<file path="src/rtl/pipe_hazard_ctrl_if.sv">
// Hazard-controller bundle: the hazard inputs sampled from the pipeline
// registers and the enables, squashes and status the controller returns.
// The controller connects through the slave modport. The pipeline side,
// or a testbench standing in for it, connects through the master modport.
interface pipe_hazard_ctrl_if;
  // Hazard inputs taken from the pipeline registers
  logic [4:0]  id_rs1;
  logic [4:0]  id_rs2;
  logic [4:0]  idex_rd;
  logic        idex_MemRead;
  logic        exmem_branch;
  logic        exmem_zero;
  logic        dmem_req;
  logic        dmem_ready;

  // Pipeline control returned by the controller
  logic        pc_write;
  logic        ifid_write;
  logic        pipe_en;
  logic        idex_bubble;
  logic        ifid_flush;
  logic        idex_flush;
  logic        exmem_flush;
  logic        pc_src;

  // Status
  logic [1:0]  state;
  logic [15:0] stall_cnt;
  logic        mem_timeout;

  modport slave (
    input  id_rs1, id_rs2, idex_rd, idex_MemRead,
           exmem_branch, exmem_zero, dmem_req, dmem_ready,
    output pc_write, ifid_write, pipe_en, idex_bubble,
           ifid_flush, idex_flush, exmem_flush, pc_src,
           state, stall_cnt, mem_timeout
  );

  modport master (
    output id_rs1, id_rs2, idex_rd, idex_MemRead,
           exmem_branch, exmem_zero, dmem_req, dmem_ready,
    input  pc_write, ifid_write, pipe_en, idex_bubble,
           ifid_flush, idex_flush, exmem_flush, pc_src,
           state, stall_cnt, mem_timeout
  );
endinterface

</file>
<file path="src/rtl/pipe_hazard_ctrl.sv">
// Hazard controller for a five-stage pipeline.
// It handles three hazards:
//  - Load-use: stall the front end for one cycle and insert a bubble.
//  - Taken branch: squash IF/ID, ID/EX and EX/MEM, redirect the PC, and
//    bubble ID/EX on the following cycle.
//  - Slow data memory: freeze the whole pipeline until dmem_ready. The
//    freeze is released after TIMEOUT wait cycles. A forced release sets
//    the sticky mem_timeout flag.
// Pending memory access beats a taken branch, and a taken branch beats a
// load-use.
module pipe_hazard_ctrl #(
  parameter int unsigned TIMEOUT = 255  // 1..255 MEM_WAIT cycles
) (
  input  logic                   clk,
  input  logic                   reset,
  pipe_hazard_ctrl_if.slave      bus
);

  localparam logic [7:0] LP_TIMEOUT = 8'(TIMEOUT);

  typedef enum logic [1:0] {
    ST_RUN      = 2'b00,
    ST_LU_STALL = 2'b01,
    ST_FLUSH    = 2'b10,
    ST_MEM_WAIT = 2'b11
  } state_e;

  state_e      r_state;
  state_e      w_state_nxt;
  logic [7:0]  r_wait_cnt;
  logic [7:0]  w_wait_cnt_nxt;
  logic [15:0] r_stall_cnt;
  logic        r_mem_timeout;
  logic        w_set_timeout;

  // Hazard terms
  logic w_load_use;
  logic w_br_taken;
  logic w_mem_busy;

  // Per-cycle actions chosen by the FSM
  logic w_freeze;     // hold PC, IF/ID and the back-end registers
  logic w_squash;     // taken branch: redirect the PC and squash three stages
  logic w_lu_stall;   // hold PC and IF/ID, bubble ID/EX
  logic w_fl_bubble;  // second half of a branch flush

  // Control outputs
  logic w_pc_write;
  logic w_ifid_write;
  logic w_pipe_en;
  logic w_idex_bubble;
  logic w_flush;

  // Register 0 is hard-wired, so a load into x0 never causes a load-use stall.
  assign w_load_use = bus.idex_MemRead && (bus.idex_rd != 5'd0) &&
                      ((bus.idex_rd == bus.id_rs1) || (bus.idex_rd == bus.id_rs2));
  assign w_br_taken = bus.exmem_branch && bus.exmem_zero;
  assign w_mem_busy = bus.dmem_req && !bus.dmem_ready;

  // Next-state and action selection
  always_comb begin
    // NOTE: every variable gets a default before any branch; otherwise a
    // path that skips an assignment infers a latch.
    w_state_nxt    = r_state;
    w_wait_cnt_nxt = r_wait_cnt;
    w_set_timeout  = 1'b0;
    w_freeze       = 1'b0;
    w_squash       = 1'b0;
    w_lu_stall     = 1'b0;
    w_fl_bubble    = 1'b0;

    // NOTE: the actions are gated by reset, not only by the state register.
    // The state register already reads RUN during reset, but a RUN-state
    // hazard would still drive a stall without this gate.
    if (!reset) begin
      unique case (r_state)
        ST_RUN, ST_LU_STALL: begin
          if (w_mem_busy) begin
            w_freeze       = 1'b1;
            w_state_nxt    = ST_MEM_WAIT;
            w_wait_cnt_nxt = 8'd1;
          end else if (w_br_taken) begin
            w_squash    = 1'b1;
            w_state_nxt = ST_FLUSH;
          end else if ((r_state == ST_RUN) && w_load_use) begin
            // A load-use stall that has just been taken is not evaluated again.
            w_lu_stall  = 1'b1;
            w_state_nxt = ST_LU_STALL;
          end else begin
            w_state_nxt = ST_RUN;
          end
        end

        ST_FLUSH: begin
          // Branches and load-uses here come from squashed instructions.
          if (w_mem_busy) begin
            w_freeze       = 1'b1;
            w_state_nxt    = ST_MEM_WAIT;
            w_wait_cnt_nxt = 8'd1;
          end else begin
            w_fl_bubble = 1'b1;
            w_state_nxt = ST_RUN;
          end
        end

        ST_MEM_WAIT: begin
          if (bus.dmem_ready) begin
            w_state_nxt    = ST_RUN;
            w_wait_cnt_nxt = 8'd0;
          end else if (r_wait_cnt == LP_TIMEOUT) begin
            // Give up on the memory so that the pipeline cannot deadlock.
            w_state_nxt    = ST_RUN;
            w_wait_cnt_nxt = 8'd0;
            w_set_timeout  = 1'b1;
          end else begin
            w_freeze       = 1'b1;
            w_wait_cnt_nxt = r_wait_cnt + 8'd1;
          end
        end

        default: w_state_nxt = ST_RUN;
      endcase
    end
  end

  // Map the selected action onto the pipeline enables
  always_comb begin
    w_pc_write    = !(w_freeze || w_lu_stall);
    w_ifid_write  = !(w_freeze || w_lu_stall);
    w_pipe_en     = !w_freeze;
    w_idex_bubble = w_lu_stall || w_fl_bubble;
    w_flush       = w_squash;
  end

  // FSM state and wait counter
  always_ff @(posedge clk or posedge reset) begin
    if (reset) begin
      r_state    <= ST_RUN;
      r_wait_cnt <= 8'd0;
    end else begin
      // NOTE: sequential state uses non-blocking assignments, so every
      // register samples its value from before the clock edge.
      r_state    <= w_state_nxt;
      r_wait_cnt <= w_wait_cnt_nxt;
    end
  end

  // Saturating count of the cycles in which the PC is held
  always_ff @(posedge clk or posedge reset) begin
    if (reset) begin
      r_stall_cnt <= 16'd0;
    end else if (!w_pc_write && (r_stall_cnt != 16'hFFFF)) begin
      r_stall_cnt <= r_stall_cnt + 16'd1;
    end
  end

  // Sticky forced-release flag
  always_ff @(posedge clk or posedge reset) begin
    if (reset) begin
      r_mem_timeout <= 1'b0;
    end else if (w_set_timeout) begin
      r_mem_timeout <= 1'b1;
    end
  end

  assign bus.pc_write    = w_pc_write;
  assign bus.ifid_write  = w_ifid_write;
  assign bus.pipe_en     = w_pipe_en;
  assign bus.idex_bubble = w_idex_bubble;
  assign bus.ifid_flush  = w_flush;
  assign bus.idex_flush  = w_flush;
  assign bus.exmem_flush = w_flush;
  assign bus.pc_src      = w_squash;
  assign bus.state       = r_state;
  assign bus.stall_cnt   = r_stall_cnt;
  assign bus.mem_timeout = r_mem_timeout;

endmodule

</file>
<file path="src/flat_wrapper.sv">
// flat-port wrapper written by rule: the top's interface ports become plain ports
module pipe_hazard_ctrl_flat 
#(
  parameter int unsigned TIMEOUT = 255                           
)
  (clk, reset, bus_id_rs1, bus_id_rs2, bus_idex_rd, bus_idex_MemRead, bus_exmem_branch, bus_exmem_zero, bus_dmem_req, bus_dmem_ready, bus_pc_write, bus_ifid_write, bus_pipe_en, bus_idex_bubble, bus_ifid_flush, bus_idex_flush, bus_exmem_flush, bus_pc_src, bus_state, bus_stall_cnt, bus_mem_timeout);
  pipe_hazard_ctrl_if bus_i ();
  input  logic clk;
  input  logic reset;
  input wire logic [$bits(bus_i.id_rs1)-1:0] bus_id_rs1;
  input wire logic [$bits(bus_i.id_rs2)-1:0] bus_id_rs2;
  input wire logic [$bits(bus_i.idex_rd)-1:0] bus_idex_rd;
  input wire logic [$bits(bus_i.idex_MemRead)-1:0] bus_idex_MemRead;
  input wire logic [$bits(bus_i.exmem_branch)-1:0] bus_exmem_branch;
  input wire logic [$bits(bus_i.exmem_zero)-1:0] bus_exmem_zero;
  input wire logic [$bits(bus_i.dmem_req)-1:0] bus_dmem_req;
  input wire logic [$bits(bus_i.dmem_ready)-1:0] bus_dmem_ready;
  output wire logic [$bits(bus_i.pc_write)-1:0] bus_pc_write;
  output wire logic [$bits(bus_i.ifid_write)-1:0] bus_ifid_write;
  output wire logic [$bits(bus_i.pipe_en)-1:0] bus_pipe_en;
  output wire logic [$bits(bus_i.idex_bubble)-1:0] bus_idex_bubble;
  output wire logic [$bits(bus_i.ifid_flush)-1:0] bus_ifid_flush;
  output wire logic [$bits(bus_i.idex_flush)-1:0] bus_idex_flush;
  output wire logic [$bits(bus_i.exmem_flush)-1:0] bus_exmem_flush;
  output wire logic [$bits(bus_i.pc_src)-1:0] bus_pc_src;
  output wire logic [$bits(bus_i.state)-1:0] bus_state;
  output wire logic [$bits(bus_i.stall_cnt)-1:0] bus_stall_cnt;
  output wire logic [$bits(bus_i.mem_timeout)-1:0] bus_mem_timeout;
  assign bus_i.id_rs1 = bus_id_rs1;
  assign bus_i.id_rs2 = bus_id_rs2;
  assign bus_i.idex_rd = bus_idex_rd;
  assign bus_i.idex_MemRead = bus_idex_MemRead;
  assign bus_i.exmem_branch = bus_exmem_branch;
  assign bus_i.exmem_zero = bus_exmem_zero;
  assign bus_i.dmem_req = bus_dmem_req;
  assign bus_i.dmem_ready = bus_dmem_ready;
  assign bus_pc_write = bus_i.pc_write;
  assign bus_ifid_write = bus_i.ifid_write;
  assign bus_pipe_en = bus_i.pipe_en;
  assign bus_idex_bubble = bus_i.idex_bubble;
  assign bus_ifid_flush = bus_i.ifid_flush;
  assign bus_idex_flush = bus_i.idex_flush;
  assign bus_exmem_flush = bus_i.exmem_flush;
  assign bus_pc_src = bus_i.pc_src;
  assign bus_state = bus_i.state;
  assign bus_stall_cnt = bus_i.stall_cnt;
  assign bus_mem_timeout = bus_i.mem_timeout;
  pipe_hazard_ctrl #(.TIMEOUT(TIMEOUT)) u_core (.clk(clk), .reset(reset), .bus(bus_i));
endmodule
</file>
<file path="config.mk">
export PLATFORM = sky130hd
export DESIGN_NAME = pipe_hazard_ctrl_flat
export DESIGN_NICKNAME = d
export VERILOG_FILES = /design/src/rtl/pipe_hazard_ctrl_if.sv /design/src/rtl/pipe_hazard_ctrl.sv /design/src/flat_wrapper.sv
export SDC_FILE = /design/constraint.sdc
export NUM_CORES = 1
export LEC_CHECK = 0
export BUFFER_PORTS_ARGS = -buffer_cell sky130_fd_sc_hd__buf_2
export CAP_MARGIN = 20
export CORE_MARGIN = 1.5
export CORE_UTILIZATION = 53
export CTS_BUF_LIST = sky130_fd_sc_hd__clkbuf_2 sky130_fd_sc_hd__clkbuf_4 sky130_fd_sc_hd__clkbuf_8
export CTS_CLUSTER_DIAMETER = 60
export DETAILED_ROUTE_END_ITERATION = 7
export GPL_TIMING_DRIVEN = 0
export PLACE_DENSITY = 0.82
export SKIP_LAST_GASP = 1
export SLEW_MARGIN = 15
export SYNTH_ARGS = -nofsm -noshare
export SYNTH_HDL_FRONTEND = slang
export SYNTH_SLANG_ARGS = --single-unit
</file>
<file path="constraint.sdc">
create_clock -name clk -period 2.4 [get_ports clk]
set_input_delay 0.24 -clock clk [delete_from_list [all_inputs] [get_ports clk]]
set_output_delay 0.24 -clock clk [all_outputs]
set_load 0.05 [all_outputs]
</file>
Word level (Yosys, flattened, before mapping)
Index checks and enable logic that the tools add are counted.
{ "totals": {"register_bits": 27, "out_inout_bits": 27, "wordCells": 66} }
{ "op_classes": {"n_addsub": 2, "eq_ne": 9, "mux": 32, "n_bitwise": 1, "n_reduce_logical": 18} }
{ "ops": {"columns": ["op", "count"], "rows": [
  ["8-bit 2-to-1 mux", 3],
  ["1-bit 2-to-1 mux", 21],
  ["16-bit by 1-bit adder with 16-bit output, second input constant", 1],
  ["16-bit inequality test, second input constant", 1],
  ["8-bit case mux with 2 select lines", 1],
  ["5-bit == test", 2],
  ["2-bit 2-to-1 mux", 5],
  ["8-bit by 1-bit adder with 8-bit output, second input constant", 1],
  ["8-bit == test, second input constant", 1],
  ["1-bit logical AND", 6],
  ["2-bit case mux with 3 select lines", 1],
  ["5-bit nonzero test", 1],
  ["2-bit == test, second input constant", 2],
  ["2-bit AND reduction", 2],
  ["1-bit zero test", 3],
  ["1-bit logical OR", 3],
  ["3-bit by 2-bit inequality test with 1-bit output, second input constant", 1],
  ["3-bit OR reduction", 1],
  ["2-bit by 1-bit == test with 1-bit output, second input constant", 1],
  ["2-bit zero test", 1],
  ["2-bit by 1-bit inequality test with 1-bit output, second input constant", 1],
  ["1-bit case mux with 2 select lines", 1],
  ["2-bit OR reduction", 1],
  ["1-bit inverter", 1]
]} }

Logic depth before layout (Yosys ltp)
{ "depth": {"ltp_word": 11, "ltp_mapped": 8} }

Least setup slack after synthesis
Ideal clock, no wire load.
{ "synth_timing": {"path_type": "register to output", "start": "register u_core.r_state[1], in the netlist u_core.bus.state[1]", "end": "output port bus_pc_write", "t_arrival_ns": 2.277, "t_required_ns": 2.160, "setup_slack_ns": -0.117, "stages_incl_launch_ff": 7, "n_path_buf": 2, "cell_sequence": "dfrtp_1 and2_1 o21ai_2 a21o_1 o31a_4 buf_6 buf_4"} }
{ "synth_via": {"elab_chain_cells": 9, "elab_cells_between_ends": 16} }
{ "synth_rtl": {"columns": ["item", "line", "source"], "rows": [
  ["from (decl)", "pipe_hazard_ctrl.sv:28", "state_e r_state;"],
  ["from (signal assigned)", "pipe_hazard_ctrl.sv:143", "r_state <= w_state_nxt;"],
  ["2-bit zero test", "pipe_hazard_ctrl.sv:76, pipe_hazard_ctrl.sv:85", null],
  ["1-bit logical AND", "pipe_hazard_ctrl.sv:85", "end else if ((r_state == ST_RUN) && w_load_use) begin"],
  ["1-bit 2-to-1 mux", "pipe_hazard_ctrl.sv:85", null],
  ["1-bit 2-to-1 mux", "pipe_hazard_ctrl.sv:82", "end else if (w_br_taken) begin"],
  ["1-bit 2-to-1 mux", "pipe_hazard_ctrl.sv:78", "if (w_mem_busy) begin"],
  ["1-bit 2-to-1 mux", "pipe_hazard_ctrl.sv:76", "unique case (r_state)"],
  ["1-bit 2-to-1 mux", "pipe_hazard_ctrl.sv:75", "if (!reset) begin"],
  ["1-bit logical OR *", null, null],
  ["1-bit zero test *", null, null],
  ["to (decl)", "flat_wrapper.sv:18", "output wire logic [$bits(bus_i.pc_write)-1:0] bus_pc_write;"]
]} }
Mark *: on every way between the ends. The rest lies on a longest branch, timed or not.

Final worst setup path
{ "layout_timing": {"start": "register u_core.r_wait_cnt[0]", "end": "output port bus_pc_write"} }
{ "layout_via": {"elab_chain_cells": 7} }
{ "layout_rtl": {"columns": ["item", "line", "source"], "rows": [
  ["from (decl)", "pipe_hazard_ctrl.sv:30", "logic [7:0] r_wait_cnt;"],
  ["from (signal assigned)", "pipe_hazard_ctrl.sv:144", "r_wait_cnt <= w_wait_cnt_nxt;"],
  ["8-bit == test", "pipe_hazard_ctrl.sv:110", "end else if (r_wait_cnt == LP_TIMEOUT) begin"],
  ["1-bit 2-to-1 mux", "pipe_hazard_ctrl.sv:110", null],
  ["1-bit 2-to-1 mux", "pipe_hazard_ctrl.sv:107", "if (bus.dmem_ready) begin"],
  ["1-bit case mux with 2 select lines", "pipe_hazard_ctrl.sv:76", null],
  ["1-bit 2-to-1 mux", "pipe_hazard_ctrl.sv:75", null],
  ["1-bit logical OR", "pipe_hazard_ctrl.sv:128", "w_pc_write = !(w_freeze || w_lu_stall);"],
  ["1-bit zero test", "pipe_hazard_ctrl.sv:128", null]
]} }
Every way passes these cells.

==> results.toml <==
[pwr]
p_per_area_nw_per_um2 = 689.6
peakVddDrop_mv = 0.5834
combPwrFrac_pct = 40.0
finalPower_uw = 1361
p_int_uw = 754.0
p_switching_uw = 606.7
leakage_uw = 0.0009918
swShare_pct = 44.59
clkPwrFrac_pct = 15.1
seq_power_share_pct = 44.9

[worst_setup_path]
critPathKind = "reg2out"
arrival_ns = 2.06
r2r_cells = 8
startpoint_type = "flop"
worst_setup_path_end_kind = "primary output"
crit_end = "bus_pc_write"
startpoint = "u_core.r_wait_cnt[0]"
reg2reg_from = "u_core.r_wait_cnt[0]"
crit_required_ns = 2.16
regToRegEndpoint = "u_core.bus.stall_cnt[1]"
crit_fanout = 11
r2r_setup_slack_ns = 0.36

[cells_and_area]
syn2layout_area_growth_pct = 23.78
antennaDiodeCount = 0
regArea_um2 = 675.6
multiInputGateArea_um2 = 872.1
fillers = 222
drive_above_1_share_pct = 35.40
final_util_pct = 70.34
final_cells = 257
design_area_um2 = 1973
nets = 251

[sta]
setup_violations = 0
clock.fmax_ghz = 0.4339
hold_viol = 0
slew_viol_final = 0
tightest_slew_ns = 0.6707
period_minus_slack_ns = 2.305
setup_slack_ns = 0.09523
finClkSkew_ns = 0.002889
timing.final.crit_share_pct = 96.03
slew_headroom_pct = 55.04

[place]
place_congestion = 0.7869
placedCellCount = 247
pre_cts_ws_ns = -0.3388
io_buffers = 48
place_area_um2 = 1874
dp_hpwl_um = 2658

[detailed_routing]
drt_iter0_drc = 72
wire_per_inst_um = 14.47
drc = 4
routed_wl_um = 3719
final_antenna_net_count = 0
routed_via_density = 5.642
first_pass_iters = 6
dr_total_vias = 1450

[yosys]
synth-compound-area-share_pct = 11.15
ys_ff_latch = 27
netlist_instances = 168
yosysWarnings = 0
synth_top_family_by_area = "simple AND/OR/NAND/NOR gates"
synth_area_um2 = 1594
async_flop_share_pct = 100.0
synth-adder-area-share_pct = 1.570
synth_edf_count = 0
synth-xor-area-share_pct = 12.09
synthMuxAreaShare_pct = 2.747
avgSynthCellArea_um2 = 9.488
synth.net_count = 192
ys_seq_area_share_pct = 42.39
ys.flop_type = "dfrtp_1"
synthDistinctLibCells = 39
synth-simple-area-share_pct = 26.22

[die]
fp-row-count = 19
core-area_um2 = 2805
die_area_um2 = 3345
die_h_um = 57.84
ioPinCount = 49
initial_core_util_pct = 56.82
dieWidth_um = 57.84

[grt]
antenna_found_initial = 0
grt_usage_pct = 23.05
grt_pass1_wl_um = 6120
grt_overflow_total = 0
grt_pass1_vias = 1411
grt_max_degree = 17

[flow_run]
max-cap-violations = 0

[status]
outcome = "finished, violations left"
violations = "DRC"

[clocking]
numClockSinks = 27
clkLatencyLatePin_ns = 0.32
root_buffer = "clkbuf_4"
cts.reportedPaths.clkPinSlew_ns = 0.16
clockBufferDepth = 2
cts_made_buffers = 3
cts_tree = "built"
htree_levels = 1

[worst_hold_path]
hold_path_class = "in2async"
## metal layers
layer  GRT usage, %  vias to the layer above  share of wire (%)
li1               -                      706                  -
met1          29.32                      692                 40
met2          41.40                       44                 53
met3          2.009                        8                4.7
met4          7.309                        0                1.6
met5              0                        -                  0
## flip-flops by register name, summed over array words and instances, names as in the netlist
name	cells
u_core.bus.mem_timeout	1
u_core.bus.stall_cnt	16
u_core.bus.state	2
u_core.r_wait_cnt	8
## critical path, cell delays in order, from the launching register on
cell,delay [ns]
dfrtp_1,0.42
ha_2,0.23
nand3_1,0.13
o21bai_2,0.19
a21o_2,0.18
o31a_4,0.17
buf_8,0.14
buf_4,0.11
buf_4,0.18
## logic make-up after synthesis
| group | after synthesis |
|---|---|
| simple gates | 77 |
| flops | 27 |
| compound gates | 26 |
| xor+xnor | 22 |
| buf+inv | 10 |
| mux | 4 |
| fa+ha+maj | 2 |
## per-stage QoR
stage          hold WS (ns)  setup TNS [ns]
3_5_place_dp         0.4581          -4.286
6_report            0.03757               0
4_1_cts             0.05443               0
2_1_floorplan        0.3175               0
3_3_place_gp         0.4385          -3.087
5_1_grt             0.06262        -0.02973
## layout by cell type, fill, tap and decap left out, types with 3 or more instances in the layout
cell,netlist,layout
dfrtp_1,27,27
nand4_1,4,4
nor2b_1,3,3
nor3_1,11,11
mux2_2,3,3
xor2_1,22,22
nand2_1,13,13
clkbuf_4,0,3
o21ai_0,9,9
buf_2,1,48
nor2_1,18,18
nand3_1,10,10
a21oi_1,4,4
buf_4,4,9
## Yosys cell counts, types with 3 or more instances
cell type  count  area, µm²
nor2b_1        3      18.77
a21oi_1        4      20.02
nor2_1        18      67.56
dfrtp_1       27      675.7
nand3_1       10      50.05
nor3_1        11      55.05
buf_4          4      30.03
inv_1          3      11.26
xor2_1        22      192.7
nand4_1        4      25.02
nand2_1       13      48.80
mux2_2         3      33.78
o21ai_0        9      45.04
## layout make-up
class	count	share of cell area (%)
inverters	3	0.7609
repair buffers	53	14.33
flip-flops and latches	27	34.24
repair inverters	1	0.2536
multi-input cells	131	44.20
clock inverters	1	0.3805
clock buffers	3	1.141
well taps	31	1.966
plain buffers	7	2.727
## worst min path at each step
stage | start | endpoint | cells past startpoint
4_1_cts | reset | u_core.bus.stall_cnt[10] | 2
6_report | reset | u_core.bus.stall_cnt[13] | 2
3_5_place_dp | u_core.bus.mem_timeout | u_core.bus.mem_timeout | 1
3_3_place_gp | u_core.bus.mem_timeout | u_core.bus.mem_timeout | 1
5_1_grt | reset | u_core.bus.stall_cnt[0] | 2
2_1_floorplan | reset | u_core.bus.mem_timeout | 1
## power groups by stage
| stage | clock (µW) | sequential [µW] | combinational (µW) |
|---|---|---|---|
| finish | 206 | 610 | 544 |
| global route | 229 | 620 | 585 |
| CTS | 210 | 607 | 540 |
| detailed placement | 0 | 616 | 529 |
| global placement | 0 | 609 | 516 |
| floorplan | 0 | 795 | 208 |
## what timing repair did
action / CTS / global route
buffers inserted: 0 / 4
hold endpoints to repair: 13 / 0
pin swaps: 0 / 2
hold buffers: 1 / 0
cloned: 1 / 0
resized for setup: 3 / 3
endpoints found under the setup margin: 2 / 2
(Power assumes the default switching activity.)
